===== config.mk =====
export PLATFORM = sky130hd
export DESIGN_NAME = pcie_tx_arbiter
export DESIGN_NICKNAME = d
export VERILOG_FILES = /design/src/rtl/pcie_tx_arbiter_pkg.sv /design/src/rtl/pcie_tx_skid.sv /design/src/rtl/pcie_tx_arbiter.sv
export SDC_FILE = /design/constraint.sdc
export NUM_CORES = 1
export LEC_CHECK = 0
export BUFFER_PORTS_ARGS = -buffer_cell sky130_fd_sc_hd__buf_4
export CAP_MARGIN = 20
export CORE_AREA = 10 10 311 313
export CTS_CLUSTER_DIAMETER = 200
export DETAILED_ROUTE_END_ITERATION = 10
export DIE_AREA = 0 0 321 323
export PLACE_DENSITY = 0.48
export SYNTH_ARGS = -nofsm -noshare
export SYNTH_HDL_FRONTEND = slang
export SYNTH_SLANG_ARGS = --single-unit

===== constraint.sdc =====
create_clock -name clock -period 4 [get_ports clock]
set_clock_uncertainty 0.15 [all_clocks]
set_input_delay 0.4 -clock clock [delete_from_list [all_inputs] [get_ports clock]]
set_output_delay 0.4 -clock clock [all_outputs]
set_load 0.05 [all_outputs]

===== src/rtl/pcie_tx_arbiter_pkg.sv =====
// Shared PCIe TX definitions: arbiter state, grant encoding, TLP header types.
package pcie_tx_arbiter_pkg;

  typedef enum logic [1:0] {
    IDLE    = 2'd0,
    OWN_CPL = 2'd1,
    OWN_REQ = 2'd2
  } arb_state_e;

  localparam int unsigned GNT_W = 2;
  localparam logic [GNT_W-1:0] GNT_NONE = 2'b00;
  localparam logic [GNT_W-1:0] GNT_CPL  = 2'b01;
  localparam logic [GNT_W-1:0] GNT_REQ  = 2'b10;

  localparam logic [2:0] FMT_3DW_NODATA = 3'b000;
  localparam logic [2:0] FMT_4DW_NODATA = 3'b001;
  localparam logic [2:0] FMT_3DW_DATA   = 3'b010;
  localparam logic [2:0] FMT_4DW_DATA   = 3'b011;
  localparam logic [4:0] TYPE_MEM       = 5'b00000;
  localparam logic [4:0] TYPE_CPL       = 5'b01010;

  // First header DW common to all TLPs.
  typedef struct packed {
    logic [2:0] fmt;
    logic [4:0] tlp_type;
    logic       t9;
    logic [2:0] tc;
    logic       t8;
    logic       attr2;
    logic       ln;
    logic       th;
    logic       td;
    logic       ep;
    logic [1:0] attr;
    logic [1:0] at;
    logic [9:0] length;
  } tlp_hdr_dw0_t;

  // Completion-specific header DWs 1 and 2.
  typedef struct packed {
    logic [15:0] completer_id;
    logic [2:0]  cpl_status;
    logic        bcm;
    logic [11:0] byte_count;
    logic [15:0] requester_id;
    logic [7:0]  tag;
    logic        rsvd;
    logic [6:0]  lower_addr;
  } tlp_cpl_hdr_t;

endpackage


===== src/rtl/pcie_tx_skid.sv =====
// Two-entry registered skid stage; in_ready is a flop so out_ready never reaches the input combinationally.
module pcie_tx_skid #(
  parameter int unsigned W = 8
) (
  input  logic         clock,
  input  logic         reset_n,
  input  logic         in_valid,
  output logic         in_ready,
  input  logic [W-1:0] in_data,
  output logic         out_valid,
  input  logic         out_ready,
  output logic [W-1:0] out_data
);

  logic         out_valid_q, out_valid_d;
  logic [W-1:0] out_data_q, out_data_d;
  logic         skid_valid_q, skid_valid_d;
  logic [W-1:0] skid_data_q, skid_data_d;
  logic         in_ready_q, in_ready_d;
  logic         accept;

  // Output register refills from the skid entry first, otherwise from the input.
  always_comb begin
    out_valid_d  = out_valid_q;
    out_data_d   = out_data_q;
    skid_valid_d = skid_valid_q;
    skid_data_d  = skid_data_q;
    accept       = in_valid & in_ready_q;
    if (out_ready || !out_valid_q) begin
      if (skid_valid_q) begin
        out_valid_d  = 1'b1;
        out_data_d   = skid_data_q;
        skid_valid_d = 1'b0;
      end else begin
        out_valid_d = accept;
        if (accept) out_data_d = in_data;
      end
    end else if (accept) begin
      skid_valid_d = 1'b1;
      skid_data_d  = in_data;
    end
    in_ready_d = !skid_valid_d;
  end

  // State registers; reset empties both entries and holds the input off.
  always_ff @(posedge clock or negedge reset_n) begin
    if (!reset_n) begin
      out_valid_q  <= 1'b0;
      out_data_q   <= '0;
      skid_valid_q <= 1'b0;
      skid_data_q  <= '0;
      in_ready_q   <= 1'b0;
    end else begin
      out_valid_q  <= out_valid_d;
      out_data_q   <= out_data_d;
      skid_valid_q <= skid_valid_d;
      skid_data_q  <= skid_data_d;
      in_ready_q   <= in_ready_d;
    end
  end

  assign in_ready  = in_ready_q;
  assign out_valid = out_valid_q;
  assign out_data  = out_data_q;

endmodule


===== src/rtl/pcie_tx_arbiter.sv =====
// Two-requester TLP arbiter (completions vs. requests) feeding the PCIe TX port, TLP-atomic.
module pcie_tx_arbiter #(
  parameter int unsigned DATA_W     = 256,
  parameter int unsigned EMPTY_W    = 3,
  parameter int unsigned PRIO_CPL   = 1,
  parameter int unsigned STARVE_LIM = 4
) (
  input  logic               clock,
  input  logic               reset_n,
  input  logic               cpl_valid,
  output logic               cpl_ready,
  input  logic               cpl_sop,
  input  logic               cpl_eop,
  input  logic [DATA_W-1:0]  cpl_data,
  input  logic [EMPTY_W-1:0] cpl_empty,
  input  logic               req_valid,
  output logic               req_ready,
  input  logic               req_sop,
  input  logic               req_eop,
  input  logic [DATA_W-1:0]  req_data,
  input  logic [EMPTY_W-1:0] req_empty,
  output logic               tx_valid,
  input  logic               tx_ready,
  output logic               tx_sop,
  output logic               tx_eop,
  output logic [DATA_W-1:0]  tx_data,
  output logic [EMPTY_W-1:0] tx_empty,
  output logic [1:0]         grant,
  output logic [15:0]        cnt_cpl,
  output logic [15:0]        cnt_req,
  output logic               err_sop
);
  import pcie_tx_arbiter_pkg::*;

  localparam int unsigned PAYLOAD_W = DATA_W + EMPTY_W + 2;
  localparam int unsigned STARVE_W  = (STARVE_LIM < 1) ? 1 : $clog2(STARVE_LIM + 1);

  arb_state_e          state_q, state_d;
  logic                last_req_q, last_req_d;
  logic [STARVE_W-1:0] starve_q, starve_d;
  logic [15:0]         cnt_cpl_q, cnt_cpl_d;
  logic [15:0]         cnt_req_q, cnt_req_d;
  logic                err_sop_q, err_sop_d;
  logic [GNT_W-1:0]    grant_q, grant_d;

  logic                 elig_cpl, elig_req, pick_cpl, pick_req, bad_sop, starved;
  logic                 skid_in_valid, skid_in_ready;
  logic [PAYLOAD_W-1:0] skid_in_data, skid_out_data, cpl_pl, req_pl;

  assign cpl_pl = {cpl_sop, cpl_eop, cpl_empty, cpl_data};
  assign req_pl = {req_sop, req_eop, req_empty, req_data};

  // Winner selection, ownership tracking, counters and error flag.
  always_comb begin
    state_d       = state_q;
    last_req_d    = last_req_q;
    starve_d      = starve_q;
    cnt_cpl_d     = cnt_cpl_q;
    cnt_req_d     = cnt_req_q;
    err_sop_d     = err_sop_q;
    grant_d       = GNT_NONE;
    cpl_ready     = 1'b0;
    req_ready     = 1'b0;
    skid_in_valid = 1'b0;
    skid_in_data  = cpl_pl;
    elig_cpl      = cpl_valid & cpl_sop;
    elig_req      = req_valid & req_sop;
    pick_cpl      = 1'b0;
    pick_req      = 1'b0;
    bad_sop       = (cpl_valid & !cpl_sop) | (req_valid & !req_sop);
    starved       = (starve_q == STARVE_W'(STARVE_LIM));
    unique case (state_q)
      IDLE: begin
        if (elig_cpl && elig_req) begin
          if (PRIO_CPL != 0) pick_cpl = !starved;
          else               pick_cpl = last_req_q;
          pick_req = !pick_cpl;
        end else begin
          pick_cpl = elig_cpl;
          pick_req = elig_req;
        end
        // Mid-TLP beats seen while idle are swallowed so they never reach the link.
        cpl_ready     = skid_in_ready & (pick_cpl | (cpl_valid & !cpl_sop));
        req_ready     = skid_in_ready & (pick_req | (req_valid & !req_sop));
        skid_in_valid = pick_cpl | pick_req;
        skid_in_data  = pick_req ? req_pl : cpl_pl;
        if (skid_in_ready) begin
          if (bad_sop) err_sop_d = 1'b1;
          if (pick_cpl) begin
            last_req_d = 1'b0;
            grant_d    = GNT_CPL;
            if (elig_req && !starved) starve_d = starve_q + STARVE_W'(1);
            if (cpl_eop) cnt_cpl_d = cnt_cpl_q + 16'd1;
            else         state_d   = OWN_CPL;
          end else if (pick_req) begin
            last_req_d = 1'b1;
            grant_d    = GNT_REQ;
            starve_d   = '0;
            if (req_eop) cnt_req_d = cnt_req_q + 16'd1;
            else         state_d   = OWN_REQ;
          end
        end
      end
      OWN_CPL: begin
        cpl_ready     = skid_in_ready;
        skid_in_valid = cpl_valid;
        skid_in_data  = cpl_pl;
        grant_d       = GNT_CPL;
        if (cpl_valid && skid_in_ready && cpl_eop) begin
          cnt_cpl_d = cnt_cpl_q + 16'd1;
          state_d   = IDLE;
        end
      end
      OWN_REQ: begin
        req_ready     = skid_in_ready;
        skid_in_valid = req_valid;
        skid_in_data  = req_pl;
        grant_d       = GNT_REQ;
        if (req_valid && skid_in_ready && req_eop) begin
          cnt_req_d = cnt_req_q + 16'd1;
          state_d   = IDLE;
        end
      end
      default: state_d = IDLE;
    endcase
  end

  // Arbiter state registers.
  always_ff @(posedge clock or negedge reset_n) begin
    if (!reset_n) begin
      state_q    <= IDLE;
      last_req_q <= 1'b1;
      starve_q   <= '0;
      cnt_cpl_q  <= '0;
      cnt_req_q  <= '0;
      err_sop_q  <= 1'b0;
      grant_q    <= GNT_NONE;
    end else begin
      state_q    <= state_d;
      last_req_q <= last_req_d;
      starve_q   <= starve_d;
      cnt_cpl_q  <= cnt_cpl_d;
      cnt_req_q  <= cnt_req_d;
      err_sop_q  <= err_sop_d;
      grant_q    <= grant_d;
    end
  end

  pcie_tx_skid #(
    .W(PAYLOAD_W)
  ) u_skid (
    .clock    (clock),
    .reset_n  (reset_n),
    .in_valid (skid_in_valid),
    .in_ready (skid_in_ready),
    .in_data  (skid_in_data),
    .out_valid(tx_valid),
    .out_ready(tx_ready),
    .out_data (skid_out_data)
  );

  assign {tx_sop, tx_eop, tx_empty, tx_data} = skid_out_data;
  assign grant   = grant_q;
  assign cnt_cpl = cnt_cpl_q;
  assign cnt_req = cnt_req_q;
  assign err_sop = err_sop_q;

endmodule

Word-level counts from Yosys, hierarchy flattened
Index checks and enable logic that the tools add are counted.
{"block": "word_totals", "regBits": 565, "inputBits": 527, "output_inout_bits": 299, "wordCells": 108}
{"block": "op_classes", "add_sub_neg": 3, "n_eq_ne": 15, "n_mux": 42, "bitwise_logic": 12, "n_reduce_logical": 25}
{"cell": "$mux 261", "count": 3}
{"cell": "$pmux 261 s2", "count": 1}
{"cell": "$mux 16", "count": 9}
{"cell": "$pmux 16 s2", "count": 2}
{"cell": "$add 16x1->16 const B", "count": 2}
{"cell": "$mux 2", "count": 10}
{"cell": "$ne 2x2->1 const B", "count": 7}
{"cell": "$pmux 2 s3", "count": 2}
{"cell": "$reduce_and 6->1", "count": 2}
{"cell": "$mux 1", "count": 9}
{"cell": "$mux 3", "count": 3}
{"cell": "$ne 3x3->1 const B", "count": 3}
{"cell": "$reduce_bool 2->1", "count": 4}
{"cell": "$and 1x1->1", "count": 7}
{"cell": "$logic_and 1x1->1", "count": 6}
{"cell": "$logic_not 1->1", "count": 6}
{"cell": "$reduce_and 5->1", "count": 1}
{"cell": "$ne 2x1->1 const B", "count": 2}
{"cell": "$or 1x1->1", "count": 4}
{"cell": "$pmux 1 s2", "count": 2}
{"cell": "$reduce_and 2->1", "count": 2}
{"cell": "$reduce_and 4->1", "count": 1}
{"cell": "$add 3x1->3 const B", "count": 1}
{"cell": "$eq 3x3->1 const B", "count": 1}
{"cell": "other kinds (7)", "count": 7}

Logic depth before layout (Yosys ltp)
Gate-level depths: netlist of the first run.
{"block": "depth", "word_depth": 13, "mapped_depth": 10, "ltp_nobuf": 7}

By module
From an unflattened synthesis of the first run, not the netlist that was laid out.
{"block": "hier_totals", "hier_cells": 1884, "hier_area_um2": 27978.1}
{"module": "pcie_tx_skid", "instances": 1, "cells_per_inst": 1401, "area_per_inst_um2": 22691.8, "seq_area_each_um2": 13137.6}
{"module": "pcie_tx_arbiter", "instances": 1, "cells_per_inst": 483, "area_per_inst_um2": 5286.3, "seq_area_each_um2": 1001.0}

Worst setup path before layout of the first run
OpenSTA, ideal clock, no wires.
{"block": "synth_path", "kind": "register to register", "start": "reg u_skid.out_valid_q (netlist: u_skid.out_valid)", "end": "reg u_skid.out_data_q[171] (netlist: u_skid.out_data[171])", "setup_ns": 0.094, "arrival_ns": 1.859, "t_required_ns": 3.756, "setup_slack_ns": 1.897, "path_stages_with_launch": 7, "path_buffers": 2, "synth_period_minus_slack_ns": 2.103, "cell_sequence": "dfrtp_1 nand2b_1 nand2_1 clkbuf_1 clkbuf_1 o22ai_1 a211oi_1"}
{"block": "synth_between", "elab_chain_len": 3}
{"item": "from (decl)", "line_no": "pcie_tx_skid.sv:15", "text": "logic out_valid_q, out_valid_d;"}
{"item": "from (signal assigned)", "line_no": "pcie_tx_skid.sv:54", "text": "out_valid_q <= out_valid_d;"}
{"item": "$logic_not 1->1", "line_no": "pcie_tx_skid.sv:29", "text": "if (out_ready || !out_valid_q) begin"}
{"item": "$logic_or 1x1->1", "line_no": "pcie_tx_skid.sv:29"}
{"item": "$reduce_and 2->1 (no source line)"}
{"item": "to (signal assigned)", "line_no": "pcie_tx_skid.sv:55", "text": "out_data_q <= out_data_d;"}
{"item": "to (decl)", "line_no": "pcie_tx_skid.sv:16", "text": "logic [W-1:0] out_data_q, out_data_d;"}
Every way passes these cells.
A chain may end at the register's enable or synchronous reset.

Final worst setup path of the first run
{"block": "layout_path", "start": "reg starve_q[0]", "end": "reg u_skid.skid_data_q[176]"}
{"block": "layout_between", "elab_chain_len": 11, "elab_cells_between_ends": 15, "cone_classes": "eq/ne: 1; mux: 9; bitwise: 2; reduce/logical: 3"}
{"item": "from (decl)", "line_no": "pcie_tx_arbiter.sv:40", "text": "logic [STARVE_W-1:0] starve_q, starve_d;"}
{"item": "from (signal assigned)", "line_no": "pcie_tx_arbiter.sv:141", "text": "starve_q <= starve_d;"}
{"item": "$eq 3x3->1 (*)", "line_no": "pcie_tx_arbiter.sv:71", "text": "starved = (starve_q == STARVE_W'(STARVE_LIM));"}
{"item": "$logic_not 1->1 (*)", "line_no": "pcie_tx_arbiter.sv:75", "text": "if (PRIO_CPL != 0) pick_cpl = !starved;"}
{"item": "$mux 1 (*)", "line_no": "pcie_tx_arbiter.sv:74", "text": "if (elig_cpl && elig_req) begin"}
{"item": "$mux 1 (*)", "line_no": "pcie_tx_arbiter.sv:72", "text": "unique case (state_q)"}
{"item": "$logic_not 1->1", "line_no": "pcie_tx_arbiter.sv:77", "text": "pick_req = !pick_cpl;"}
{"item": "$mux 1", "line_no": "pcie_tx_arbiter.sv:74"}
{"item": "$mux 1", "line_no": "pcie_tx_arbiter.sv:72"}
{"item": "$or 1x1->1", "line_no": "pcie_tx_arbiter.sv:85", "text": "skid_in_valid = pick_cpl | pick_req;"}
{"item": "$pmux 1 s3", "line_no": "pcie_tx_arbiter.sv:72"}
{"item": "$and 1x1->1", "line_no": "pcie_tx_skid.sv:28", "text": "accept = in_valid & in_ready_q;"}
{"item": "$reduce_and 2->1 (no source line)"}
{"item": "to (signal assigned)", "line_no": "pcie_tx_skid.sv:57", "text": "skid_data_q <= skid_data_d;"}
{"item": "to (decl)", "line_no": "pcie_tx_skid.sv:18", "text": "logic [W-1:0] skid_data_q, skid_data_d;"}
Mark *: on every way between the ends. The rest lies on a longest branch, timed or not. The select of a mux whose other input is x is not followed.

==> flow_summary.html, run 1 <==
<table>
<tr><th>Metric</th><th>Value</th></tr>
<tr><th colspan="2">Placement</th></tr>
<tr><td>Final GP Congestion</td><td>0.799</td></tr>
<tr><td>Port bufs</td><td>825</td></tr>
<tr><td>Number of placed instances with taps included</td><td>4367</td></tr>
<tr><td>HPWL Detailed</td><td>72.8 mm</td></tr>
<tr><th colspan="2">Die</th></tr>
<tr><td>Chip width</td><td>321 microns</td></tr>
<tr><td>Die Height</td><td>323 microns</td></tr>
<tr><td>Area of the core</td><td>0.0908 sq mm</td></tr>
<tr><td>Top-Level Pins</td><td>826</td></tr>
<tr><td>Number of placement rows</td><td>111</td></tr>
<tr><td>DIE AREA</td><td>0.104 sq mm</td></tr>
<tr><td>Effective utilization at floorplan</td><td>28.9%</td></tr>
<tr><th colspan="2">Worst hold path</th></tr>
<tr><td>Min-Delay Path Class</td><td>in2reg</td></tr>
<tr><td>Min-delay src</td><td>req_data[157]</td></tr>
<tr><th colspan="2">CTS</th></tr>
<tr><td>Clock tree from TritonCTS</td><td>done</td></tr>
<tr><td>Clock tree root driver cell</td><td>sky130_fd_sc_hd__clkbuf_16</td></tr>
<tr><td>Total number of clock tree sinks</td><td>565</td></tr>
<tr><td>Number of buffers on the longest clock path</td><td>3</td></tr>
<tr><td>H-tree levels</td><td>3</td></tr>
<tr><td>Clock latency of the later-clocked register in the worst-skew pair</td><td>0.60 ns</td></tr>
<tr><td>Clock buffers created by TritonCTS</td><td>67</td></tr>
<tr><td>Clock-pin slew on the worst setup and hold paths</td><td>0.06 ns</td></tr>
<tr><th colspan="2">Critical path</th></tr>
<tr><td>Critical Path RT</td><td>4.32 ns</td></tr>
<tr><td>Critical Path End Type</td><td>register</td></tr>
<tr><td>Largest fanout of any net on the critical path</td><td>84</td></tr>
<tr><td>Launch instance of the worst register-to-register path</td><td>starve_q[0]</td></tr>
<tr><td>Critical setup path kind</td><td>reg2reg</td></tr>
<tr><td>Worst Setup SP</td><td>starve_q[0]</td></tr>
<tr><td>CP Launch Type</td><td>register</td></tr>
<tr><td>Worst EP arrival</td><td>3.62 ns</td></tr>
<tr><th colspan="2">Timing</th></tr>
<tr><td>Least-Margin Pin Slew</td><td>1.13 ns</td></tr>
<tr><td>Endpoints failing setup</td><td>0</td></tr>
<tr><td>Final count of pins violating max slew</td><td>0</td></tr>
<tr><td>Final critical-path required period</td><td>3.30 ns</td></tr>
<tr><td>Sum of negative setup slack</td><td>0 ns</td></tr>
<tr><td>Share of the clock period used by the worst path after layout</td><td>82.4%</td></tr>
<tr><td>Maximum operating frequency</td><td>0.303 GHz</td></tr>
<tr><td>Final worst hold slack</td><td>0.0213 ns</td></tr>
<tr><td>Final hold viol count</td><td>0</td></tr>
<tr><td>Max-Slew Margin vs Limit</td><td>24.8%</td></tr>
<tr><td>Unrepaired setup endpoints after global routing</td><td>false</td></tr>
<tr><th colspan="2">Power</th></tr>
<tr><td>Total Power Consumption</td><td>32.4 mW</td></tr>
<tr><td>Switching power share of the total</td><td>45.8%</td></tr>
<tr><td>Pwr dens</td><td>816 mW/mm^2</td></tr>
<tr><td>Maximum VDD drop</td><td>0.368 mV</td></tr>
<tr><td>Internal power</td><td>17.5 mW</td></tr>
<tr><td>Sequential share of power</td><td>32.6%</td></tr>
<tr><td>Clock network fraction of total power</td><td>19.5%</td></tr>
<tr><td>Leakage power summed over all cells</td><td>18.7 nW</td></tr>
<tr><td>Net Switching</td><td>14.8 mW</td></tr>
<tr><td>Combinational power share</td><td>47.9%</td></tr>
<tr><th colspan="2">Synth</th></tr>
<tr><td>Number of enable-type register cells in the synthesized netlist</td><td>0</td></tr>
<tr><td>Dominant combinational cell family by area after synthesis</td><td>compound AO/OA/AOI/OAI gates</td></tr>
<tr><td>Simple-gate share of the synthesized area</td><td>10.5%</td></tr>
<tr><td>Avg Inst Size Synth</td><td>10.4 sq um</td></tr>
<tr><td>Share of synthesized registers carrying an async set or reset</td><td>100%</td></tr>
<tr><td>Synthesized-area fraction occupied by ao, oa, aoi and oai cells</td><td>19.2%</td></tr>
<tr><td>Number of nets in the synthesized netlist</td><td>3058</td></tr>
<tr><td>Number of storage elements in the synthesis netlist</td><td>565</td></tr>
<tr><td>Post-Synth Adder-Cell Area</td><td>0.191%</td></tr>
<tr><td>XOR/XNOR Fraction of Synth Area</td><td>1.00%</td></tr>
<tr><td>Top flip-flop cell by instance count after synthesis</td><td>sky130_fd_sc_hd__dfrtp_1</td></tr>
<tr><td>Total number of yosys warnings</td><td>0</td></tr>
<tr><td>Post-synthesis cell area</td><td>0.0262 sq mm</td></tr>
<tr><td>Mux cell area share after synthesis</td><td>10.1%</td></tr>
<tr><td>Number of instances in the synthesized netlist</td><td>2527</td></tr>
<tr><td>Synth unique cells</td><td>38</td></tr>
<tr><td>Portion of the post-synthesis area used by sequential elements</td><td>53.9%</td></tr>
<tr><th colspan="2">Routing</th></tr>
<tr><td>DR WL/cell</td><td>22.1 microns</td></tr>
<tr><td>Vias per cell</td><td>5.13</td></tr>
<tr><td>Number of remaining DRC errors</td><td>0</td></tr>
<tr><td>Router iterations before antenna repair</td><td>5</td></tr>
<tr><td>Routed via count</td><td>25059</td></tr>
<tr><td>Starting DRT DRC Count</td><td>1511</td></tr>
<tr><td>ANT nets after route</td><td>0</td></tr>
<tr><td>Wirelength, routed</td><td>108 mm</td></tr>
<tr><th colspan="2">Global routing</th></tr>
<tr><td>Vias in the first global route</td><td>26618</td></tr>
<tr><td>Global-route wire length before repair</td><td>164 mm</td></tr>
<tr><td>Total Routing Usage GR</td><td>19.9%</td></tr>
<tr><td>Largest net degree at the start of global routing</td><td>166</td></tr>
<tr><td>Total overflow reported by the global router</td><td>0</td></tr>
<tr><td>Number of antenna violations at the first check in global routing</td><td>4</td></tr>
<tr><th colspan="2">Final layout</th></tr>
<tr><td>Footprint of the multi-input gates</td><td>0.0108 sq mm</td></tr>
<tr><td>Net count of the finished layout</td><td>4177</td></tr>
<tr><td>Fraction of final layout cells sized beyond drive strength 1</td><td>27.3%</td></tr>
<tr><td>Number of non-filler instances in the completed layout</td><td>4886</td></tr>
<tr><td>Total of fill cells in the finished design</td><td>8618</td></tr>
<tr><td>Area growth, synth to finish</td><td>51.4%</td></tr>
<tr><td>Seq. cell area</td><td>0.0141 sq mm</td></tr>
<tr><th colspan="2">Outcome</th></tr>
<tr><td>Outcome</td><td>completed</td></tr>
<tr><th colspan="2">Job</th></tr>
<tr><td>Max Cap Viol</td><td>0</td></tr>
</table>
final timing paths:
path	end	slack, ns	cells after the start
min reg2reg	err_sop	0.31	1
min in group asynchronous	u_skid.out_data[105]	0.32	2
min	u_skid.skid_data_q[157]	0.02	3
max in group asynchronous	cnt_cpl[14]	2.22	4
max	u_skid.skid_data_q[176]	0.70	10
max reg2reg	u_skid.skid_data_q[176]	0.70	10
cell usage in the layout, fill, tap and decap left out, types with 11 or more instances in the layout:
cell,n
sky130_fd_sc_hd__inv_1,12
sky130_fd_sc_hd__nand2_1,283
sky130_fd_sc_hd__xor2_1,12
sky130_fd_sc_hd__nand3_1,11
sky130_fd_sc_hd__dfrtp_1,564
sky130_fd_sc_hd__clkbuf_8,21
sky130_fd_sc_hd__buf_4,864
sky130_fd_sc_hd__nor2_1,17
sky130_fd_sc_hd__clkbuf_1,13
sky130_fd_sc_hd__o22ai_1,262
sky130_fd_sc_hd__o21ai_0,85
sky130_fd_sc_hd__nor3_1,271
sky130_fd_sc_hd__a211oi_1,261
sky130_fd_sc_hd__xnor2_1,18
sky130_fd_sc_hd__clkbuf_16,70
sky130_fd_sc_hd__o21ai_1,181
sky130_fd_sc_hd__nand4_1,11
sky130_fd_sc_hd__dlygate4sd3_1,396
sky130_fd_sc_hd__mux2i_1,261
sky130_fd_sc_hd__buf_12,24
synth_stat cells, types with 9 or more instances:
master                     number  share of area [%]
sky130_fd_sc_hd__nand2_1      284                4.1
sky130_fd_sc_hd__nor2_1        17               0.24
sky130_fd_sc_hd__nand4_1       11               0.26
sky130_fd_sc_hd__nor3_1       271                5.2
sky130_fd_sc_hd__o21ai_0       85                1.6
sky130_fd_sc_hd__a21oi_1        9               0.17
sky130_fd_sc_hd__inv_1         12               0.17
sky130_fd_sc_hd__buf_6         35                1.5
sky130_fd_sc_hd__mux2i_1      261                 10
sky130_fd_sc_hd__xor2_1        12               0.40
sky130_fd_sc_hd__a211oi_1     261                7.5
sky130_fd_sc_hd__xnor2_1       18               0.60
sky130_fd_sc_hd__buf_2         62                1.2
sky130_fd_sc_hd__o21ai_1      181                3.5
sky130_fd_sc_hd__nand3_1       11               0.21
sky130_fd_sc_hd__o22ai_1      262                6.3
sky130_fd_sc_hd__dfrtp_1      565                 54
sky130_fd_sc_hd__clkbuf_1     117                1.7
sky130_fd_sc_hd__buf_4         20               0.57
power groups by stage:
| stage | clock [mW] | combinational, mW | sequential, mW |
|---|---|---|---|
| finish | 6.31 | 15.5 | 10.6 |
| CTS | 6.48 | 15.6 | 10.5 |
| detailed placement | 0 | 15.1 | 10.6 |
| global placement | 0 | 14.8 | 10.4 |
| floorplan | 0 | 5.11 | 15.1 |
| global route | 6.72 | 16.5 | 10.9 |
through the flow:
stage	worst slack, ns	area (sq um)	util (%)
2_1_floorplan	1.90	26200	-
6_report	0.702	39700	43.7
3_5_place_dp	1.15	33400	36.8
4_1_cts	0.706	39700	43.7
5_1_grt	0.583	39700	43.7
3_3_place_gp	1.22	33400	36.8
layer usage:
layer / up-vias / routed length, microns / GRT usage [%]
met5: - / 27 / 0
met4: 4 / 4330 / 7.95
met3: 183 / 8230 / 5.62
met2: 943 / 52600 / 33.7
met1: 12246 / 42800 / 23.7
li1: 11683 / - / -
state kept, by name, indices dropped and copies added (netlist names):
signal,cells
u_skid.out_valid,1
err_sop,1
grant,2
u_skid.out_data,261
u_skid.skid_valid_q,1
cnt_req,16
starve_q,3
u_skid.in_ready,1
u_skid.skid_data_q,261
state_q,2
cnt_cpl,16
critical path: stages (launching register included):
cell                            delay (ns)
sky130_fd_sc_hd__dfrtp_1              0.35
sky130_fd_sc_hd__inv_1                0.07
sky130_fd_sc_hd__ha_1                 0.21
sky130_fd_sc_hd__nand2_1              0.16
sky130_fd_sc_hd__a31oi_1              0.17
sky130_fd_sc_hd__o21bai_4             0.19
sky130_fd_sc_hd__buf_4                0.21
sky130_fd_sc_hd__buf_12               0.38
sky130_fd_sc_hd__mux2i_1              0.39
sky130_fd_sc_hd__dlygate4sd3_1        0.62
sky130_fd_sc_hd__o21ai_0              0.07
area by class of cell:
class / count / area share [%]
clock buffers: 104 / 5.26
well taps: 1186 / 3.74
clock inverters: 18 / 0.520
repair buffers: 1285 / 27.6
diodes: 1 / 0.00630
multi-input cells: 1715 / 27.1
flip-flops and latches: 565 / 35.6
inverters: 12 / 0.113
kinds of logic after synthesis:
logic type | Yosys count
adder cells (fa/ha/maj) | 4
buffers and inverters | 247
AND/OR/NAND/NOR | 614
multiplexers | 263
flip-flops | 565
XOR/XNOR | 30
AO/OA/AOI/OAI | 804
repair_timing:
item                                   in CTS  in global routing
gates resized for setup                     0                  0
setup buffers                               0                  0
hold buffers                              396                  0
endpoints found under the hold margin     281                  0
Power figures use the tool's default switching activity.
==> run 2: changes to the inputs <==
--- a/config.mk
+++ b/config.mk
@@ -5,13 +5,14 @@
 export SDC_FILE = /design/constraint.sdc
 export NUM_CORES = 1
 export LEC_CHECK = 0
+export ABC_AREA = 1
 export BUFFER_PORTS_ARGS = -buffer_cell sky130_fd_sc_hd__buf_4
 export CAP_MARGIN = 20
-export CORE_AREA = 10 10 311 313
+export CORE_AREA = 10 10 315 317
 export CTS_CLUSTER_DIAMETER = 200
 export DETAILED_ROUTE_END_ITERATION = 10
-export DIE_AREA = 0 0 321 323
-export PLACE_DENSITY = 0.48
+export DIE_AREA = 0 0 325 327
+export PLACE_DENSITY = 0.53
 export SYNTH_ARGS = -nofsm -noshare
 export SYNTH_HDL_FRONTEND = slang
 export SYNTH_SLANG_ARGS = --single-unit
==> constraint.sdc (replaced) <==
create_clock -name clock -period 3.2 [get_ports clock]
set_clock_uncertainty 0.15 [all_clocks]
set_input_delay 0.32 -clock clock [delete_from_list [all_inputs] [get_ports clock]]
set_output_delay 0.32 -clock clock [all_outputs]
set_load 0.05 [all_outputs]
==> run 2 against run 1 <==
  * Synthesized cell count up 80%
  * Worst hold slack improved by 0.015 ns
  * Sequential share of layout area down 4.9 points
  * Largest power group unchanged
  * Sequential cell count unchanged
  * Die area is 2.5% higher
==> flow_summary.html, run 2 <==
<table>
<tr><th>Metric</th><th>Value</th></tr>
<tr><th colspan="2">CTS</th></tr>
<tr><td>Clock tree root driver cell</td><td>sky130_fd_sc_hd__clkbuf_16</td></tr>
<tr><td>Number of buffers on the longest clock path</td><td>3 (unchanged)</td></tr>
<tr><td>Clock buffers created by TritonCTS</td><td>68 (+1.5%)</td></tr>
<tr><td>Total number of clock tree sinks</td><td>565 (unchanged)</td></tr>
<tr><td>Clock tree from TritonCTS</td><td>done</td></tr>
<tr><td>Clock-pin slew on the worst setup and hold paths</td><td>0.06 ns (about the same)</td></tr>
<tr><td>H-tree levels</td><td>3 (unchanged)</td></tr>
<tr><td>Number of setup buffers added after CTS</td><td>0 (unchanged)</td></tr>
<tr><td>Clock latency of the later-clocked register in the worst-skew pair</td><td>0.60 ns (about the same)</td></tr>
<tr><th colspan="2">Routing</th></tr>
<tr><td>M1 WL</td><td>56.8 mm (+33%)</td></tr>
<tr><td>ANT nets after route</td><td>0 (unchanged)</td></tr>
<tr><td>Starting DRT DRC Count</td><td>2699 (+79%)</td></tr>
<tr><td>Wire length on met2</td><td>61.9 mm (+18%)</td></tr>
<tr><td>Number of remaining DRC errors</td><td>0 (unchanged)</td></tr>
<tr><td>Wirelength, routed</td><td>133 mm (+23%)</td></tr>
<tr><td>DR WL/cell</td><td>18.8 microns (-15%)</td></tr>
<tr><td>Router iterations before antenna repair</td><td>6 (+1)</td></tr>
<tr><td>Met3 layer wire length in the routed design</td><td>9.02 mm (+9.6%)</td></tr>
<tr><td>Vias per cell</td><td>4.81 (-6.1%)</td></tr>
<tr><td>Max layer used</td><td>met5</td></tr>
<tr><td>Routed via count</td><td>34128 (+36%)</td></tr>
<tr><th colspan="2">Global routing</th></tr>
<tr><td>Largest net degree at the start of global routing</td><td>168 (+1.2%)</td></tr>
<tr><td>Number of antenna violations at the first check in global routing</td><td>8 (+4)</td></tr>
<tr><td>Global-route wire length before repair</td><td>206 mm (+26%)</td></tr>
<tr><td>Vias in the first global route</td><td>33879 (+27%)</td></tr>
<tr><td>Total overflow reported by the global router</td><td>0 (unchanged)</td></tr>
<tr><td>Total Routing Usage GR</td><td>24.3% (+4.3 points)</td></tr>
<tr><th colspan="2">Outcome</th></tr>
<tr><td>Outcome</td><td>completed</td></tr>
<tr><th colspan="2">Worst hold path</th></tr>
<tr><td>Min-Delay Path Class</td><td>in2reg</td></tr>
<tr><th colspan="2">Placement</th></tr>
<tr><td>Port bufs</td><td>825 (unchanged)</td></tr>
<tr><td>Dpl cell area</td><td>0.0383 sq mm (+15%)</td></tr>
<tr><td>HPWL Detailed</td><td>89.5 mm (+23%)</td></tr>
<tr><td>Final GP Congestion</td><td>0.853 (+6.7%)</td></tr>
<tr><th colspan="2">Synth</th></tr>
<tr><td>Share of synthesized registers carrying an async set or reset</td><td>100% (unchanged)</td></tr>
<tr><td>Post-synthesis cell area</td><td>0.0310 sq mm (+18%)</td></tr>
<tr><td>Top flip-flop cell by instance count after synthesis</td><td>sky130_fd_sc_hd__dfrtp_1</td></tr>
<tr><td>Avg Inst Size Synth</td><td>6.82 sq um (-34%)</td></tr>
<tr><td>Largest area contributor in the synthesized netlist</td><td>sky130_fd_sc_hd__dfrtp_1</td></tr>
<tr><td>Synth unique cells</td><td>27 (-29%)</td></tr>
<tr><td>Number of instances in the synthesized netlist</td><td>4541 (+80%)</td></tr>
<tr><td>Share of the synthesized area in the top cell type</td><td>45.7% (-8.3 points)</td></tr>
<tr><td>Number of storage elements in the synthesis netlist</td><td>565 (unchanged)</td></tr>
<tr><td>Most frequently used cell type in the post-synthesis netlist</td><td>sky130_fd_sc_hd__nand2_1</td></tr>
<tr><td>Portion of the post-synthesis area used by sequential elements</td><td>45.7% (-8.3 points)</td></tr>
<tr><td>Total number of yosys warnings</td><td>0 (unchanged)</td></tr>
<tr><td>Number of nets in the synthesized netlist</td><td>5072 (+66%)</td></tr>
<tr><td>Number of enable-type register cells in the synthesized netlist</td><td>0 (unchanged)</td></tr>
<tr><td>Most instantiated cells after synthesis</td><td>sky130_fd_sc_hd__nand2_1, sky130_fd_sc_hd__nand3_1, sky130_fd_sc_hd__dfrtp_1, sky130_fd_sc_hd__inv_1, sky130_fd_sc_hd__o21ai_0</td></tr>
<tr><td>Leading post-synthesis cells by cell area</td><td>sky130_fd_sc_hd__dfrtp_1, sky130_fd_sc_hd__nand2_1, sky130_fd_sc_hd__nand3_1, sky130_fd_sc_hd__inv_1, sky130_fd_sc_hd__o21ai_0</td></tr>
<tr><th colspan="2">Timing</th></tr>
<tr><td>Share of the clock period used by the worst path after layout</td><td>90.6% (+8.2 points)</td></tr>
<tr><td>Final critical-path required period</td><td>2.90 ns (-0.398 ns)</td></tr>
<tr><td>Maximum operating frequency</td><td>0.345 GHz (+14%)</td></tr>
<tr><td>Final count of pins violating max slew</td><td>0 (unchanged)</td></tr>
<tr><td>Final hold viol count</td><td>0 (unchanged)</td></tr>
<tr><td>Sum of negative setup slack</td><td>0 ns (unchanged)</td></tr>
<tr><td>Unrepaired setup endpoints after global routing</td><td>false</td></tr>
<tr><td>Max-Slew Margin vs Limit</td><td>23.1% (-1.7 points)</td></tr>
<tr><td>Least-Margin Pin Slew</td><td>1.15 ns (+0.0261 ns)</td></tr>
<tr><td>Endpoints failing setup</td><td>0 (unchanged)</td></tr>
<tr><th colspan="2">Power</th></tr>
<tr><td>Pwr dens</td><td>1020 mW/mm^2 (+25%)</td></tr>
<tr><td>Leakage power summed over all cells</td><td>26.1 nW (+39%)</td></tr>
<tr><td>Maximum VDD drop</td><td>0.834 mV (+130%)</td></tr>
<tr><th colspan="2">Die</th></tr>
<tr><td>Chip width</td><td>325 microns (+1.2%)</td></tr>
<tr><td>DIE AREA</td><td>0.106 sq mm (+2.5%)</td></tr>
<tr><td>Top-Level Pins</td><td>826 (unchanged)</td></tr>
<tr><td>Area of the core</td><td>0.0928 sq mm (+2.1%)</td></tr>
<tr><td>Effective utilization at floorplan</td><td>33.4% (+4.5 points)</td></tr>
<tr><td>Die Height</td><td>327 microns (+1.2%)</td></tr>
<tr><td>Number of placement rows</td><td>112 (+0.90%)</td></tr>
<tr><th colspan="2">Critical path</th></tr>
<tr><td>Buffers plus inverters on the worst setup path</td><td>5 (+1)</td></tr>
<tr><td>Slowest-stage cell, CP</td><td>sky130_fd_sc_hd__dlygate4sd3_1</td></tr>
<tr><td>Worst EP arrival</td><td>3.27 ns (-0.35 ns)</td></tr>
<tr><td>Critical Path RT</td><td>3.57 ns (-0.75 ns)</td></tr>
<tr><td>Largest fanout of any net on the critical path</td><td>6 (-93%)</td></tr>
<tr><td>Cell chain of the critical path</td><td>inv_1 &gt; ha_1 &gt; nand2_1 &gt; inv_1 &gt; nand2_1 &gt; nand2_1 &gt; inv_1 &gt; nor2_1 &gt; nand4_1 &gt; dlygate4sd3_1 &gt; nand2_1 &gt; dlygate4sd3_1</td></tr>
<tr><td>Critical Path End Type</td><td>register</td></tr>
<tr><td>Top Family by Delay on Critical Path</td><td>buffers and inverters</td></tr>
<tr><td>CP Launch Type</td><td>register</td></tr>
<tr><td>Biggest cell delay along the critical path</td><td>0.57 ns (-0.05 ns)</td></tr>
<tr><td>Critical setup path kind</td><td>reg2reg</td></tr>
<tr><td>Cell type with the highest occurrence count on the critical path</td><td>sky130_fd_sc_hd__nand2_1</td></tr>
<tr><th colspan="2">Final layout</th></tr>
<tr><td>Net count of the finished layout</td><td>6317 (+51%)</td></tr>
<tr><td>Highest-count cells in the layout ignoring fill and taps</td><td>sky130_fd_sc_hd__nand2_1, sky130_fd_sc_hd__buf_4, sky130_fd_sc_hd__nand3_1</td></tr>
<tr><td>Most common cell after layout, fill and taps aside</td><td>sky130_fd_sc_hd__nand2_1</td></tr>
<tr><td>Fraction of final layout cells sized beyond drive strength 1</td><td>17.4% (-9.9 points)</td></tr>
<tr><td>Post-route core utilization</td><td>49.6% (+5.9 points)</td></tr>
<tr><td>Area growth, synth to finish</td><td>48.7%</td></tr>
<tr><td>Final design instance area without fill</td><td>0.0460 sq mm (+16%)</td></tr>
<tr><th colspan="2">Job</th></tr>
<tr><td>Max Cap Viol</td><td>0 (unchanged)</td></tr>
</table>
-- run 2: changes by cell type in the layout (fill, tap and decap cells not counted), moves of 166 or more --
cell / change
sky130_fd_sc_hd__mux2i_1: -261
sky130_fd_sc_hd__nand3_1: +792
sky130_fd_sc_hd__nand2_1: +1671
sky130_fd_sc_hd__dlygate4sd3_1: +166
sky130_fd_sc_hd__inv_1: +544
sky130_fd_sc_hd__nor3_1: -260
sky130_fd_sc_hd__o22ai_1: -260
sky130_fd_sc_hd__a211oi_1: -261
-- run 2: final cells by class --
class	count	area (sq um)
sequential	565	14100
fill	9191	46700
clock inverter	14	119
tap	1254	1570
timing repair buffer	1467	12700
antenna	5	12.5
multi-input combinational	3123	13300
inverter	561	2140
clock buffer	101	1960
-- run 2: cell families after synthesis --
group,after synthesis,share of synthesized area (%)
flops,565,45.7
simple gates,2807,37.5
xor+xnor,25,0.707
buf+inv,853,11.3
fa+ha+maj,4,0.162
compound gates,287,4.68
-- run 2: tightest hold or removal path: stages --
cell	delay [ns]
sky130_fd_sc_hd__buf_4	0.08
sky130_fd_sc_hd__inv_1	0.05
sky130_fd_sc_hd__nand3_1	0.10
sky130_fd_sc_hd__nand2_1	0.05
sky130_fd_sc_hd__o21ai_0	0.14
-- run 2: final timing paths --
check / end / slack, ns / from / cells past startpoint
min reg2reg: u_skid.out_data[239] / 0.33 / u_skid.out_data[239] / 2
max in group asynchronous: u_skid.out_data[55] / 1.73 / reset_n / 3
min in group asynchronous: cnt_cpl[5] / 0.13 / reset_n / 2
min: u_skid.skid_data_q[251] / 0.04 / req_data[251] / 5
max: state_q[1] / 0.30 / starve_q[0] / 12
max reg2reg: state_q[1] / 0.30 / starve_q[0] / 12
-- run 2: timing repair --
| item | 4_1_cts | 5_1_grt |
|---|---|---|
| hold endpoints to repair | 476 | 0 |
| hold buffers | 562 | 0 |
| gates resized for setup | 0 | 0 |
-- run 2: power by group --
part           switching (mW)  internal [mW]  total [mW]
Sequential               2.10           10.6        12.7
Clock                    3.20           4.23        7.44
Combinational            17.9           8.85        26.7
Total                    23.2           23.6        46.8
-- run 2: per-stage QoR --
stage | cells | hold WS (ns) | worst slack [ns] | power (mW)
2_1_floorplan | 4541 | -0.126 | 0.637 | 29.1
3_3_place_gp | 6408 | 0.184 | 0.775 | 37.2
3_5_place_dp | 6408 | 0.205 | 0.767 | 37.5
4_1_cts | 7085 | 0.000177 | 0.356 | 47.1
5_1_grt | 7090 | 0.0207 | 0.168 | 50.2
6_report | 7090 | 0.0359 | 0.301 | 46.8
-- run 2: routing by layer --
metal | vias to the layer above | global-route usage (%)
met5 | - | 0
met4 | 4 | 9.82
met3 | 234 | 5.10
met2 | 1255 | 39.4
met1 | 16103 | 31.3
li1 | 16532 | -
==> run 3: changes to the inputs <==
--- a/config.mk
+++ b/config.mk
@@ -12,6 +12,7 @@
 export CTS_CLUSTER_DIAMETER = 200
 export DETAILED_ROUTE_END_ITERATION = 10
 export DIE_AREA = 0 0 325 327
+export GPL_TIMING_DRIVEN = 0
 export PLACE_DENSITY = 0.53
 export SYNTH_ARGS = -nofsm -noshare
 export SYNTH_HDL_FRONTEND = slang
==> run 3 against run 2 <==
  * Clock-buffer cell count is 7 higher
  * Global-route usage is 1.9 points higher
  * Combinational power about the same
  * First-iteration DRC count is 1.3% lower
  * Non-clock buffer count grew 238
  * Fmax decreased by 5.0%
  * Utilization rose by 1.2 points
  * Critical path depth down 5
  * Critical path type is now reg2out
  * Largest cell class unchanged
  * Worst hold slack improved by 0.0031 ns
  * Clock power is 8.9% higher
==> flow_summary.html, run 3 (synthesis results as in run 2) <==
<table>
<tr><th>Metric</th><th>Value</th></tr>
<tr><th colspan="2">Job</th></tr>
<tr><td>Max Cap Viol</td><td>0 (unchanged)</td></tr>
<tr><th colspan="2">Final layout</th></tr>
<tr><td>Net count of the finished layout</td><td>6559 (+3.8%)</td></tr>
<tr><td>Seq. cell area</td><td>0.0141 sq mm (about the same)</td></tr>
<tr><td>Most common cell after layout, fill and taps aside</td><td>sky130_fd_sc_hd__nand2_1</td></tr>
<tr><td>Area growth, synth to finish</td><td>52.2%</td></tr>
<tr><td>Footprint of the multi-input gates</td><td>0.0133 sq mm (-0.15%)</td></tr>
<tr><td>Number of non-filler instances in the completed layout</td><td>7358 (+3.8%)</td></tr>
<tr><td>Highest-count cells in the layout ignoring fill and taps</td><td>sky130_fd_sc_hd__nand2_1, sky130_fd_sc_hd__buf_4, sky130_fd_sc_hd__nand3_1</td></tr>
<tr><td>Fraction of final layout cells sized beyond drive strength 1</td><td>17.7% (+0.28 points)</td></tr>
<tr><td>Total of fill cells in the finished design</td><td>9326 (+1.5%)</td></tr>
<tr><th colspan="2">Global routing</th></tr>
<tr><td>Vias in the first global route</td><td>35327 (+4.3%)</td></tr>
<tr><td>Total Routing Usage GR</td><td>26.2% (+1.9 points)</td></tr>
<tr><td>Number of antenna violations at the first check in global routing</td><td>36 (+28)</td></tr>
<tr><td>Largest net degree at the start of global routing</td><td>101 (-40%)</td></tr>
<tr><td>Total overflow reported by the global router</td><td>0 (unchanged)</td></tr>
<tr><td>Global-route wire length before repair</td><td>217 mm (+5.4%)</td></tr>
<tr><th colspan="2">CTS</th></tr>
<tr><td>Clock tree root driver cell</td><td>sky130_fd_sc_hd__clkbuf_16</td></tr>
<tr><td>Clock latency of the later-clocked register in the worst-skew pair</td><td>0.64 ns (+0.04 ns)</td></tr>
<tr><td>Number of buffers on the longest clock path</td><td>3 (unchanged)</td></tr>
<tr><td>Clock tree from TritonCTS</td><td>done</td></tr>
<tr><td>Number of setup buffers added after CTS</td><td>0 (unchanged)</td></tr>
<tr><td>Clock buffers created by TritonCTS</td><td>72 (+5.9%)</td></tr>
<tr><td>Total number of clock tree sinks</td><td>565 (unchanged)</td></tr>
<tr><td>Clock-pin slew on the worst setup and hold paths</td><td>0.06 ns (about the same)</td></tr>
<tr><td>H-tree levels</td><td>3 (unchanged)</td></tr>
<tr><th colspan="2">Power</th></tr>
<tr><td>Switching power share of the total</td><td>49.9% (+0.39 points)</td></tr>
<tr><td>Internal power</td><td>23.7 mW (+0.44%)</td></tr>
<tr><td>Leakage power summed over all cells</td><td>26.5 nW (+1.6%)</td></tr>
<tr><td>Sequential share of power</td><td>26.3% (-0.7 points)</td></tr>
<tr><td>Pwr dens</td><td>1010 mW/mm^2 (-1.1%)</td></tr>
<tr><td>Clock network fraction of total power</td><td>17.1% (+1.2 points)</td></tr>
<tr><td>Maximum VDD drop</td><td>0.629 mV (-25%)</td></tr>
<tr><td>Total Power Consumption</td><td>47.4 mW (+1.2%)</td></tr>
<tr><td>Net Switching</td><td>23.7 mW (+2.0%)</td></tr>
<tr><td>Combinational power share</td><td>56.6% (-0.5 points)</td></tr>
<tr><th colspan="2">Die</th></tr>
<tr><td>Effective utilization at floorplan</td><td>33.4% (unchanged)</td></tr>
<tr><td>DIE AREA</td><td>0.106 sq mm (unchanged)</td></tr>
<tr><td>Number of placement rows</td><td>112 (unchanged)</td></tr>
<tr><td>Top-Level Pins</td><td>826 (unchanged)</td></tr>
<tr><td>Die Height</td><td>327 microns (unchanged)</td></tr>
<tr><td>Area of the core</td><td>0.0928 sq mm (unchanged)</td></tr>
<tr><td>Chip width</td><td>325 microns (unchanged)</td></tr>
<tr><th colspan="2">Critical path</th></tr>
<tr><td>R2R cell count</td><td>8 (-4)</td></tr>
<tr><td>Critical Path End Type</td><td>output pin</td></tr>
<tr><td>Launch instance of the worst register-to-register path</td><td>u_skid.skid_valid_q</td></tr>
<tr><td>End of the worst register-to-register path</td><td>u_skid.out_data[137]</td></tr>
<tr><td>Critical Path RT</td><td>2.73 ns (-0.84 ns)</td></tr>
<tr><td>Worst EP arrival</td><td>2.58 ns (-0.69 ns)</td></tr>
<tr><td>CP Launch Type</td><td>register</td></tr>
<tr><td>Critical setup path kind</td><td>reg2out</td></tr>
<tr><td>Largest fanout of any net on the critical path</td><td>10 (+4)</td></tr>
<tr><td>Register-to-Register Setup Slack</td><td>0.19 ns (-0.11 ns)</td></tr>
<tr><th colspan="2">Timing</th></tr>
<tr><td>Share of the clock period used by the worst path after layout</td><td>95.3% (+4.7 points)</td></tr>
<tr><td>Final hold viol count</td><td>0 (unchanged)</td></tr>
<tr><td>Final count of pins violating max slew</td><td>0 (unchanged)</td></tr>
<tr><td>Final critical-path required period</td><td>3.05 ns (+0.151 ns)</td></tr>
<tr><td>Max-Slew Margin vs Limit</td><td>29.5% (+6.4 points)</td></tr>
<tr><td>Least-Margin Pin Slew</td><td>1.06 ns (-0.0960 ns)</td></tr>
<tr><td>Endpoints failing setup</td><td>0 (unchanged)</td></tr>
<tr><td>Maximum operating frequency</td><td>0.328 GHz (-5.0%)</td></tr>
<tr><td>Unrepaired setup endpoints after global routing</td><td>false</td></tr>
<tr><th colspan="2">Placement</th></tr>
<tr><td>Final GP Congestion</td><td>0.908 (+6.5%)</td></tr>
<tr><td>Number of placed instances with taps included</td><td>6627 (+3.4%)</td></tr>
<tr><td>HPWL Detailed</td><td>108 mm (+20%)</td></tr>
<tr><td>Port bufs</td><td>825 (unchanged)</td></tr>
<tr><th colspan="2">Worst hold path</th></tr>
<tr><td>Worst hold stages</td><td>7 (+2)</td></tr>
<tr><td>Min-Delay Path Class</td><td>in2reg</td></tr>
<tr><td>Worst Hold End</td><td>u_skid.out_data[6]</td></tr>
<tr><td>Min-delay src</td><td>req_data[6]</td></tr>
<tr><th colspan="2">Routing</th></tr>
<tr><td>Routed via count</td><td>35264 (+3.3%)</td></tr>
<tr><td>Vias per cell</td><td>4.79 (-0.43%)</td></tr>
<tr><td>DR WL/cell</td><td>19.6 microns (+4.2%)</td></tr>
<tr><td>ANT nets after route</td><td>0 (unchanged)</td></tr>
<tr><td>Number of remaining DRC errors</td><td>0 (unchanged)</td></tr>
<tr><td>Router iterations before antenna repair</td><td>6 (unchanged)</td></tr>
<tr><td>Starting DRT DRC Count</td><td>2665 (-1.3%)</td></tr>
<tr><td>Wirelength, routed</td><td>144 mm (+8.2%)</td></tr>
<tr><th colspan="2">Outcome</th></tr>
<tr><td>Outcome</td><td>completed</td></tr>
</table>
run 3: final cells by class:
type,count,area share (%)
Sequential cell,565,30.0
Multi-Input combinational cell,3123,28.3
Timing Repair Buffer,1413,25.9
Clock buffer,108,4.59
Inverter,561,4.47
Tap cell,1254,3.33
Buffer,292,3.01
Clock inverter,12,0.263
Antenna cell,30,0.159
run 3: worst max-delay path: stages, from the launching register on:
cell,delay [ns]
sky130_fd_sc_hd__dfrtp_1,0.41
sky130_fd_sc_hd__inv_2,0.14
sky130_fd_sc_hd__clkbuf_4,0.32
sky130_fd_sc_hd__clkbuf_8,0.27
sky130_fd_sc_hd__buf_2,0.27
sky130_fd_sc_hd__nand2_1,0.08
sky130_fd_sc_hd__a41oi_1,0.20
sky130_fd_sc_hd__buf_4,0.25
run 3: power by group through the flow:
stage               clock network, mW  registers [mW]  logic, mW
floorplan                           0            18.1       11.0
global placement                    0            12.4       25.5
detailed placement                  0            12.5       25.7
CTS                              8.30            12.4       26.9
global route                     8.55            12.9       29.4
finish                           8.10            12.5       26.8
run 3: metrics by stage:
| stage | utilization, % | instance area [sq um] | setup slack, ns | hold slack [ns] | setup TNS (ns) |
|---|---|---|---|---|---|
| final | 50.8 | 47100 | 0.149 | 0.0390 | 0 |
| after global routing | 50.8 | 47100 | 0.00770 | 0.0313 | 0 |
| after CTS | 50.7 | 47000 | 0.0221 | 0.000345 | 0 |
| after detailed placement | 41.9 | 38900 | -0.304 | 0.115 | -0.464 |
| after global placement | 41.7 | 38700 | -5.20 | 0.315 | -2869.44 |
| after floorplan | - | 31000 | 0.637 | -0.126 | 0 |
run 3: how the worst max path moves through the flow:
stage / from / cells after the start / to
finish: state_q[0] / 7 / req_ready
global route: state_q[0] / 7 / u_skid.skid_data_q[247]
detailed placement: state_q[0] / 7 / req_ready
floorplan: state_q[0] / 6 / req_ready
global placement: reset_n / 1 / u_skid.out_data[38]
CTS: starve_q[0] / 12 / u_skid.skid_data_q[208]
run 3: metal layers:
metal,track usage [%],part of all wire (%)
met5,0,0.062
met4,11.0,4.3
met2,43.2,47
met1,32.4,41
met3,6.44,7.5
run 3: repair_timing:
item | 4_1_cts | 5_1_grt
hold endpoints to repair | 783 | 0
endpoints found under the setup margin | 3 | 71
hold buffers | 581 | 0
resized for setup | 5 | 14
